## src/rtl/sig_dump_ctrl_if.sv

```systemverilog
// Signal bundle for sig_dump_ctrl: register slave port, memory read master port,
// signature word stream and status flags.
interface sig_dump_ctrl_if;
  logic        we_i;
  logic [31:0] addr_i;
  logic [31:0] data_i;
  logic [31:0] data_o;
  logic        mem_req_o;
  logic [31:0] mem_addr_o;
  logic        mem_gnt_i;
  logic        mem_rvalid_i;
  logic [31:0] mem_rdata_i;
  logic        sig_valid_o;
  logic [31:0] sig_data_o;
  logic        sig_ready_i;
  logic        busy_o;
  logic        done_o;
  logic        err_o;
  logic [30:0] exit_code_o;

  modport slave (
    input  we_i, addr_i, data_i, mem_gnt_i, mem_rvalid_i, mem_rdata_i, sig_ready_i,
    output data_o, mem_req_o, mem_addr_o, sig_valid_o, sig_data_o,
           busy_o, done_o, err_o, exit_code_o
  );

  modport master (
    output we_i, addr_i, data_i, mem_gnt_i, mem_rvalid_i, mem_rdata_i, sig_ready_i,
    input  data_o, mem_req_o, mem_addr_o, sig_valid_o, sig_data_o,
           busy_o, done_o, err_o, exit_code_o
  );
endinterface

```

## src/rtl/sig_dump_ctrl.sv

```systemverilog
// End-of-test signature dump controller: walks a firmware-programmed address range
// through a read master port and streams each word out, then reports done/err.
module sig_dump_ctrl #(
  parameter int unsigned TIMEOUT_CYCLES = 1024,
  parameter int unsigned CNT_W          = 16
) (
  input  logic           clk,
  input  logic           rst,
  sig_dump_ctrl_if.slave bus
);

  typedef enum logic [2:0] {
    S_IDLE = 3'd0,
    S_REQ  = 3'd1,
    S_WAIT = 3'd2,
    S_PUSH = 3'd3,
    S_DONE = 3'd4
  } state_t;

  localparam int unsigned      TO_W     = $clog2(TIMEOUT_CYCLES + 1);
  localparam logic [TO_W-1:0]  TO_LAST  = TO_W'(TIMEOUT_CYCLES - 1);
  localparam logic [TO_W-1:0]  TO_ONE   = {{(TO_W-1){1'b0}}, 1'b1};
  localparam logic [CNT_W-1:0] CNT_ONE  = {{(CNT_W-1){1'b0}}, 1'b1};
  localparam logic [CNT_W-1:0] CNT_MAX  = {CNT_W{1'b1}};
  localparam logic [CNT_W-1:0] CNT_LAST = CNT_MAX - CNT_ONE;

  state_t           state_r, state_nxt_s;
  logic [31:0]      begin_r, end_r, ptr_r, ptr_nxt_s;
  logic [31:0]      mem_addr_r, mem_addr_nxt_s, sig_data_r;
  logic [30:0]      exit_code_r;
  logic [CNT_W-1:0] count_r, count_nxt_s;
  logic [TO_W-1:0]  to_cnt_r;
  logic             mem_req_r, sig_valid_r, busy_r, done_r, err_r;
  logic             mem_req_nxt_s, sig_valid_nxt_s, busy_nxt_s, done_nxt_s, err_nxt_s;
  logic             idle_s, wr_begin_s, wr_end_s, wr_exit_s, start_s;
  logic             empty_range_s, accept_s, last_word_s, timeout_s;
  logic [32:0]      ptr_inc_s;
  logic [31:0]      status_s, rd_data_s;
  logic             unused_s;

  // Undecoded address bits
  assign unused_s = ^{bus.addr_i[31:4], bus.addr_i[1:0]};

  // Register-write decode and datapath conditions; config writes only land when not dumping
  always_comb begin
    idle_s        = (state_r == S_IDLE) || (state_r == S_DONE);
    wr_begin_s    = bus.we_i && (bus.addr_i[3:2] == 2'd0) && idle_s;
    wr_end_s      = bus.we_i && (bus.addr_i[3:2] == 2'd1) && idle_s;
    wr_exit_s     = bus.we_i && (bus.addr_i[3:2] == 2'd2) && idle_s;
    start_s       = wr_exit_s && bus.data_i[0];
    empty_range_s = (begin_r >= end_r);
    accept_s      = (state_r == S_PUSH) && bus.sig_ready_i;
    // The 33rd bit catches a pointer wrap past the top of the address space
    ptr_inc_s     = {1'b0, ptr_r} + 33'd4;
    last_word_s   = ptr_inc_s[32] || (ptr_inc_s[31:0] >= end_r) || (count_r == CNT_LAST);
    timeout_s     = (state_r == S_WAIT) && !bus.mem_rvalid_i && (to_cnt_r == TO_LAST);
  end

  // State register
  always_ff @(posedge clk or posedge rst) begin
    if (rst) begin
      state_r <= S_IDLE;
    end else begin
      state_r <= state_nxt_s;
    end
  end

  // Next-state logic
  always_comb begin
    state_nxt_s = state_r;
    case (state_r)
      S_IDLE, S_DONE: begin
        if (start_s) begin
          state_nxt_s = empty_range_s ? S_DONE : S_REQ;
        end else begin
          state_nxt_s = state_r;
        end
      end
      S_REQ: begin
        if (bus.mem_gnt_i) begin
          state_nxt_s = S_WAIT;
        end else begin
          state_nxt_s = S_REQ;
        end
      end
      S_WAIT: begin
        if (bus.mem_rvalid_i) begin
          state_nxt_s = S_PUSH;
        end else if (timeout_s) begin
          state_nxt_s = S_DONE;
        end else begin
          state_nxt_s = S_WAIT;
        end
      end
      S_PUSH: begin
        if (accept_s) begin
          state_nxt_s = last_word_s ? S_DONE : S_REQ;
        end else begin
          state_nxt_s = S_PUSH;
        end
      end
      default: state_nxt_s = S_IDLE;
    endcase
  end

  // Output and pointer next values, decoded from the next state so outputs can be registered
  always_comb begin
    if (start_s) begin
      ptr_nxt_s = begin_r;
    end else if (accept_s) begin
      ptr_nxt_s = ptr_inc_s[31:0];
    end else begin
      ptr_nxt_s = ptr_r;
    end
    if (start_s) begin
      count_nxt_s = {CNT_W{1'b0}};
    end else if (accept_s && (count_r != CNT_MAX)) begin
      count_nxt_s = count_r + CNT_ONE;
    end else begin
      count_nxt_s = count_r;
    end
    if (start_s) begin
      err_nxt_s = 1'b0;
    end else if (timeout_s) begin
      err_nxt_s = 1'b1;
    end else begin
      err_nxt_s = err_r;
    end
    mem_req_nxt_s   = (state_nxt_s == S_REQ);
    mem_addr_nxt_s  = mem_req_nxt_s ? ptr_nxt_s : 32'd0;
    sig_valid_nxt_s = (state_nxt_s == S_PUSH);
    busy_nxt_s      = (state_nxt_s == S_REQ) || (state_nxt_s == S_WAIT) || (state_nxt_s == S_PUSH);
    done_nxt_s      = (state_nxt_s == S_DONE);
  end

  // Registered handshake and status outputs
  always_ff @(posedge clk or posedge rst) begin
    if (rst) begin
      mem_req_r   <= 1'b0;
      mem_addr_r  <= 32'd0;
      sig_valid_r <= 1'b0;
      busy_r      <= 1'b0;
      done_r      <= 1'b0;
      err_r       <= 1'b0;
    end else begin
      mem_req_r   <= mem_req_nxt_s;
      mem_addr_r  <= mem_addr_nxt_s;
      sig_valid_r <= sig_valid_nxt_s;
      busy_r      <= busy_nxt_s;
      done_r      <= done_nxt_s;
      err_r       <= err_nxt_s;
    end
  end

  // Config registers, walk pointer, word counter, timeout counter and captured read data
  always_ff @(posedge clk or posedge rst) begin
    if (rst) begin
      begin_r     <= 32'd0;
      end_r       <= 32'd0;
      exit_code_r <= 31'd0;
      ptr_r       <= 32'd0;
      count_r     <= {CNT_W{1'b0}};
      to_cnt_r    <= {TO_W{1'b0}};
      sig_data_r  <= 32'd0;
    end else begin
      if (wr_begin_s) begin
        begin_r <= {bus.data_i[31:2], 2'b00};
      end
      if (wr_end_s) begin
        end_r <= {bus.data_i[31:2], 2'b00};
      end
      if (wr_exit_s) begin
        exit_code_r <= bus.data_i[31:1];
      end
      ptr_r   <= ptr_nxt_s;
      count_r <= count_nxt_s;
      if (state_r == S_REQ) begin
        to_cnt_r <= {TO_W{1'b0}};
      end else if (state_r == S_WAIT) begin
        to_cnt_r <= to_cnt_r + TO_ONE;
      end
      if ((state_r == S_WAIT) && bus.mem_rvalid_i) begin
        sig_data_r <= bus.mem_rdata_i;
      end
    end
  end

  // Slave read mux; the count field is zero-extended into the upper half of STATUS
  always_comb begin
    status_s = {16'(count_r), 13'd0, err_r, done_r, busy_r};
    case (bus.addr_i[3:2])
      2'd0:    rd_data_s = begin_r;
      2'd1:    rd_data_s = end_r;
      2'd2:    rd_data_s = 32'd0;
      2'd3:    rd_data_s = status_s;
      default: rd_data_s = 32'd0;
    endcase
  end

  assign bus.data_o      = rd_data_s;
  assign bus.mem_req_o   = mem_req_r;
  assign bus.mem_addr_o  = mem_addr_r;
  assign bus.sig_valid_o = sig_valid_r;
  assign bus.sig_data_o  = sig_data_r;
  assign bus.busy_o      = busy_r;
  assign bus.done_o      = done_r;
  assign bus.err_o       = err_r;
  assign bus.exit_code_o = exit_code_r;

endmodule

```

## src/flat_wrapper.sv

```systemverilog
// flat-port wrapper written by rule: the top's interface ports become plain ports
module sig_dump_ctrl_flat 
#(
  parameter int unsigned TIMEOUT_CYCLES = 1024,
  parameter int unsigned CNT_W          = 16
)
  (clk, rst, bus_we_i, bus_addr_i, bus_data_i, bus_mem_gnt_i, bus_mem_rvalid_i, bus_mem_rdata_i, bus_sig_ready_i, bus_data_o, bus_mem_req_o, bus_mem_addr_o, bus_sig_valid_o, bus_sig_data_o, bus_busy_o, bus_done_o, bus_err_o, bus_exit_code_o);
  sig_dump_ctrl_if bus_i ();
  input  logic clk;
  input  logic rst;
  input wire logic [$bits(bus_i.we_i)-1:0] bus_we_i;
  input wire logic [$bits(bus_i.addr_i)-1:0] bus_addr_i;
  input wire logic [$bits(bus_i.data_i)-1:0] bus_data_i;
  input wire logic [$bits(bus_i.mem_gnt_i)-1:0] bus_mem_gnt_i;
  input wire logic [$bits(bus_i.mem_rvalid_i)-1:0] bus_mem_rvalid_i;
  input wire logic [$bits(bus_i.mem_rdata_i)-1:0] bus_mem_rdata_i;
  input wire logic [$bits(bus_i.sig_ready_i)-1:0] bus_sig_ready_i;
  output wire logic [$bits(bus_i.data_o)-1:0] bus_data_o;
  output wire logic [$bits(bus_i.mem_req_o)-1:0] bus_mem_req_o;
  output wire logic [$bits(bus_i.mem_addr_o)-1:0] bus_mem_addr_o;
  output wire logic [$bits(bus_i.sig_valid_o)-1:0] bus_sig_valid_o;
  output wire logic [$bits(bus_i.sig_data_o)-1:0] bus_sig_data_o;
  output wire logic [$bits(bus_i.busy_o)-1:0] bus_busy_o;
  output wire logic [$bits(bus_i.done_o)-1:0] bus_done_o;
  output wire logic [$bits(bus_i.err_o)-1:0] bus_err_o;
  output wire logic [$bits(bus_i.exit_code_o)-1:0] bus_exit_code_o;
  assign bus_i.we_i = bus_we_i;
  assign bus_i.addr_i = bus_addr_i;
  assign bus_i.data_i = bus_data_i;
  assign bus_i.mem_gnt_i = bus_mem_gnt_i;
  assign bus_i.mem_rvalid_i = bus_mem_rvalid_i;
  assign bus_i.mem_rdata_i = bus_mem_rdata_i;
  assign bus_i.sig_ready_i = bus_sig_ready_i;
  assign bus_data_o = bus_i.data_o;
  assign bus_mem_req_o = bus_i.mem_req_o;
  assign bus_mem_addr_o = bus_i.mem_addr_o;
  assign bus_sig_valid_o = bus_i.sig_valid_o;
  assign bus_sig_data_o = bus_i.sig_data_o;
  assign bus_busy_o = bus_i.busy_o;
  assign bus_done_o = bus_i.done_o;
  assign bus_err_o = bus_i.err_o;
  assign bus_exit_code_o = bus_i.exit_code_o;
  sig_dump_ctrl #(.TIMEOUT_CYCLES(TIMEOUT_CYCLES), .CNT_W(CNT_W)) u_core (.clk(clk), .rst(rst), .bus(bus_i));
endmodule
```

## config.mk

```make
export PLATFORM = sky130hd
export DESIGN_NAME = sig_dump_ctrl_flat
export DESIGN_NICKNAME = d
export VERILOG_FILES = /design/src/rtl/sig_dump_ctrl_if.sv /design/src/rtl/sig_dump_ctrl.sv /design/src/flat_wrapper.sv
export SDC_FILE = /design/constraint.sdc
export NUM_CORES = 1
export LEC_CHECK = 0
export CORE_AREA = 4 4 221 223
export CTS_BUF_LIST = sky130_fd_sc_hd__clkbuf_16
export DETAILED_ROUTE_END_ITERATION = 10
export DIE_AREA = 0 0 225 227
export PLACE_DENSITY = 0.44
export SYNTH_ARGS = -nofsm -noshare
export SYNTH_HDL_FRONTEND = slang
export SYNTH_SLANG_ARGS = --single-unit
```

## constraint.sdc

```tcl
create_clock -name clk -period 21.1 [get_ports clk]
set_input_delay 4.22 -clock clk [delete_from_list [all_inputs] [get_ports clk]]
set_output_delay 4.22 -clock clk [all_outputs]
set_load 0.05 [all_outputs]
```

==> flow_metrics.env <==
export IMPL_powerDensity_nw_per_um2=161
export IMPL_p_total_mw=2.44
export IMPL_gp_congestion=0.786
export IMPL_reg2reg_depth=15
export IMPL_worstMarginPinSlew_ns=1.02
export IMPL_hold_class="flop to flop"
export IMPL_path_class="input pin to output port"
export IMPL_die_area_sq_um=51100
export IMPL_setup_tns_final_ns=0
export IMPL_hp_start="u_core.to_cnt_r[10]"
export IMPL_first_pass_iters=4
export IMPL_core_area_sq_um=46600
export IMPL_placed_area_sq_um=14200
export IMPL_max_vdd_ir_drop_uv=80.5
export IMPL_synth_flop_cell="dfrtp_1"
export IMPL_skew_ns=0.0154
export IMPL_die_w_microns=225
export IMPL_p_leak_nw=6.36
export IMPL_place_ws_ns=9.96
export IMPL_fin_crit_ns=11.11
export IMPL_grt_overflow=0
export IMPL_ys_seq_area_share_pct=47.9
export IMPL_relSlewSlack_pct=31.9
export IMPL_fin_util_pct=32.6
export IMPL_postCtsResizedCells=0
export IMPL_wirelength_microns=34600
export IMPL_area_growth_pct=30.7
export IMPL_vias=8499
export IMPL_min_path_cells=1
export IMPL_postCtsHoldBufs=0
export IMPL_final_cell_mix="222 x dfrtp_1, 202 x clkdlybuf4s50_1, 122 x mux2_2"
export IMPL_synthDistinctLibCells=64
export IMPL_hold_path_end="u_core.to_cnt_r[10]"
export IMPL_drtIter0Drc=369
export IMPL_maxSlewViolCount=0
export IMPL_synth_edf_count=0
export IMPL_grt_antenna_before_repair=0
export IMPL_synth_compound_area_share_pct=6.87
export IMPL_synth_area_per_cell_sq_um=10.9
export IMPL_cts_sinks=222
export IMPL_portBuffers=203
export IMPL_diodes=0
export IMPL_cts_tree="yes"
export IMPL_rrSetupSlack_ns=16.24
export IMPL_track_usage_pct=13.6
export IMPL_grt_first_pass_wirelength_microns=54400
export IMPL_finalSetupViolCount=0
export IMPL_synth_top_family_by_area="simple AND/OR/NAND/NOR gates"
export IMPL_wire_per_inst_microns=18.4
export IMPL_start_util_pct=24.9
export IMPL_setup_ws_ns=9.99
export IMPL_clockBufferDepth=3
export IMPL_final_cell_area_sq_um=15200
export IMPL_cts_root_buf="clkbuf_16"
export IMPL_dp_hpwl_microns=24900
export IMPL_grt_max_degree=101
export IMPL_cts_clk_slew_worst_paths_ns=0.06
export IMPL_synthesis_nets=1226
export IMPL_cap_violations=0
export IMPL_route_antenna_remaining_nets=0
export IMPL_period_share_pct=52.7
export IMPL_crit_reg2reg_capture="u_core.bus.mem_addr_o[27]"
export IMPL_async_reset_ff_share_pct=100
export IMPL_fp_row_count=79
export IMPL_io_pins=234
export IMPL_finalHoldViolCount=0
export IMPL_synth_cell_area_sq_um=11600
export IMPL_rsz0062_at_grt="false"
export IMPL_critPathRequiredTime_ns=16.88
export IMPL_clock_latency_ns=0.57
export IMPL_dp_cells=1827
export IMPL_layout_nets=1418
export IMPL_hold_slack_ns=0.492
export IMPL_fin_cells=1882
export IMPL_endpoint_kind="output port"
export IMPL_r2r_start="u_core.ptr_r[2]"
export IMPL_drc_errors=0
export IMPL_drive_above_1_share_pct=16.2
export IMPL_yosys_area_share_simple_pct=15.1
export IMPL_syn_inst=1060
export IMPL_max_freq_mhz=90.0
export IMPL_via_per_inst=4.52
export IMPL_cp_start_kind="input pin"
export IMPL_status="complete, no violations"
export IMPL_final_common_cell="dfrtp_1"
export IMPL_ys_warn_count=0
export IMPL_cts_buffers=30
export IMPL_grt_pass1_vias=9108
export IMPL_cts_setup_buffers=0
export IMPL_die_y_microns=227
export IMPL_ctsHtreeMaxLevel=1
export IMPL_synth_mux_area_share_pct=14.5
export IMPL_worstPathArrival_ns=6.89
export IMPL_synthXorXnorAreaFrac_pct=5.21
export IMPL_cp_max_fo=38
export IMPL_synthAdderAreaFrac_pct=6.90
export IMPL_ys_ff_latch=222
## critical path, cell delays in order
cell	delay [ns]
clkdlybuf4s50_1	0.46
buf_4	0.36
and2_1	0.58
nand2_1	0.17
o21ai_0	0.19
clkdlybuf4s50_1	0.88
## report_power, final
group | internal (mW) | switching, mW | leakage (nW)
logic | 0.462 | 0.733 | 3.10
registers | 0.598 | 0.154 | 2.78
clock network | 0.293 | 0.197 | 0.484
total | 1.35 | 1.08 | 6.36
## layer usage
metal	up-vias	global-route usage [%]	share of wire, %
li1	4103	-	-
met1	4183	18.1	45
met2	166	22.7	47
met3	47	2.76	5.0
met4	0	3.32	2.3
met5	-	0	0
## sequential cells by signal, indices dropped and copies added, names as in the netlist
signal / count
u_core.begin_r: 30
u_core.bus.sig_valid_o: 1
u_core.to_cnt_r: 11
u_core.count_r: 16
u_core.bus.mem_req_o: 1
u_core.bus.mem_addr_o: 32
u_core.bus.sig_data_o: 32
u_core.bus.done_o: 1
u_core.bus.err_o: 1
u_core.bus.exit_code_o: 31
u_core.state_r: 3
u_core.ptr_r: 32
u_core.end_r: 30
u_core.bus.busy_o: 1
## area by class of cell
| cell class | count | area (sq um) |
|---|---|---|
| multi-input combinational | 747 | 5650 |
| timing repair buffer | 213 | 2100 |
| clock buffer | 30 | 751 |
| clock inverter | 25 | 198 |
| tap | 607 | 759 |
| inverter | 38 | 150 |
| fill | 4733 | 31400 |
| sequential | 222 | 5560 |
## cells by family after synthesis
| logic type | Yosys count |
|---|---|
| buffers and inverters | 91 |
| DFF | 222 |
| muxes | 153 |
| and+or+nand+nor | 325 |
| AOI/OAI and AO/OA | 136 |
| adders and majority gates | 64 |
| xor gates and xnor gates | 69 |
## how the worst max path moves through the flow
stage,depth (start not counted),end,slack (ns),from
CTS,6,bus_data_o[17],9.95,bus_addr_i[3]
floorplan,4,bus_data_o[17],10.79,bus_addr_i[2]
global placement,6,bus_data_o[17],9.97,bus_addr_i[3]
global route,6,bus_data_o[17],9.84,bus_addr_i[3]
finish,6,bus_data_o[17],9.99,bus_addr_i[3]
detailed placement,6,bus_data_o[17],9.96,bus_addr_i[3]
## Yosys cell counts, types with 4 or more instances
| library cell | instances | area [sq um] |
|---|---|---|
| a21oi_1 | 34 | 170 |
| and2_1 | 9 | 56.3 |
| and3_1 | 13 | 81.3 |
| and4_1 | 6 | 52.6 |
| buf_1 | 6 | 22.5 |
| buf_2 | 7 | 35.0 |
| buf_4 | 6 | 45.0 |
| buf_6 | 4 | 45.0 |
| clkbuf_1 | 27 | 101 |
| dfrtp_1 | 222 | 5560 |
| ha_1 | 64 | 801 |
| inv_1 | 38 | 143 |
| mux2_2 | 122 | 1370 |
| mux2i_1 | 31 | 310 |
| nand2_1 | 107 | 402 |
| nand2b_1 | 4 | 25.0 |
| nand3_1 | 30 | 150 |
| nand4_1 | 23 | 144 |
| nor2_1 | 58 | 218 |
| nor2b_1 | 6 | 37.5 |
| nor3_1 | 8 | 40.0 |
| nor3b_1 | 22 | 165 |
| nor3b_2 | 11 | 138 |
| nor4_1 | 8 | 50.1 |
| o21ai_0 | 69 | 345 |
| o21ai_1 | 4 | 20.0 |
| or3_1 | 5 | 31.3 |
| xnor2_1 | 41 | 359 |
| xor2_1 | 28 | 245 |
Power figures use the tool's default switching activity.
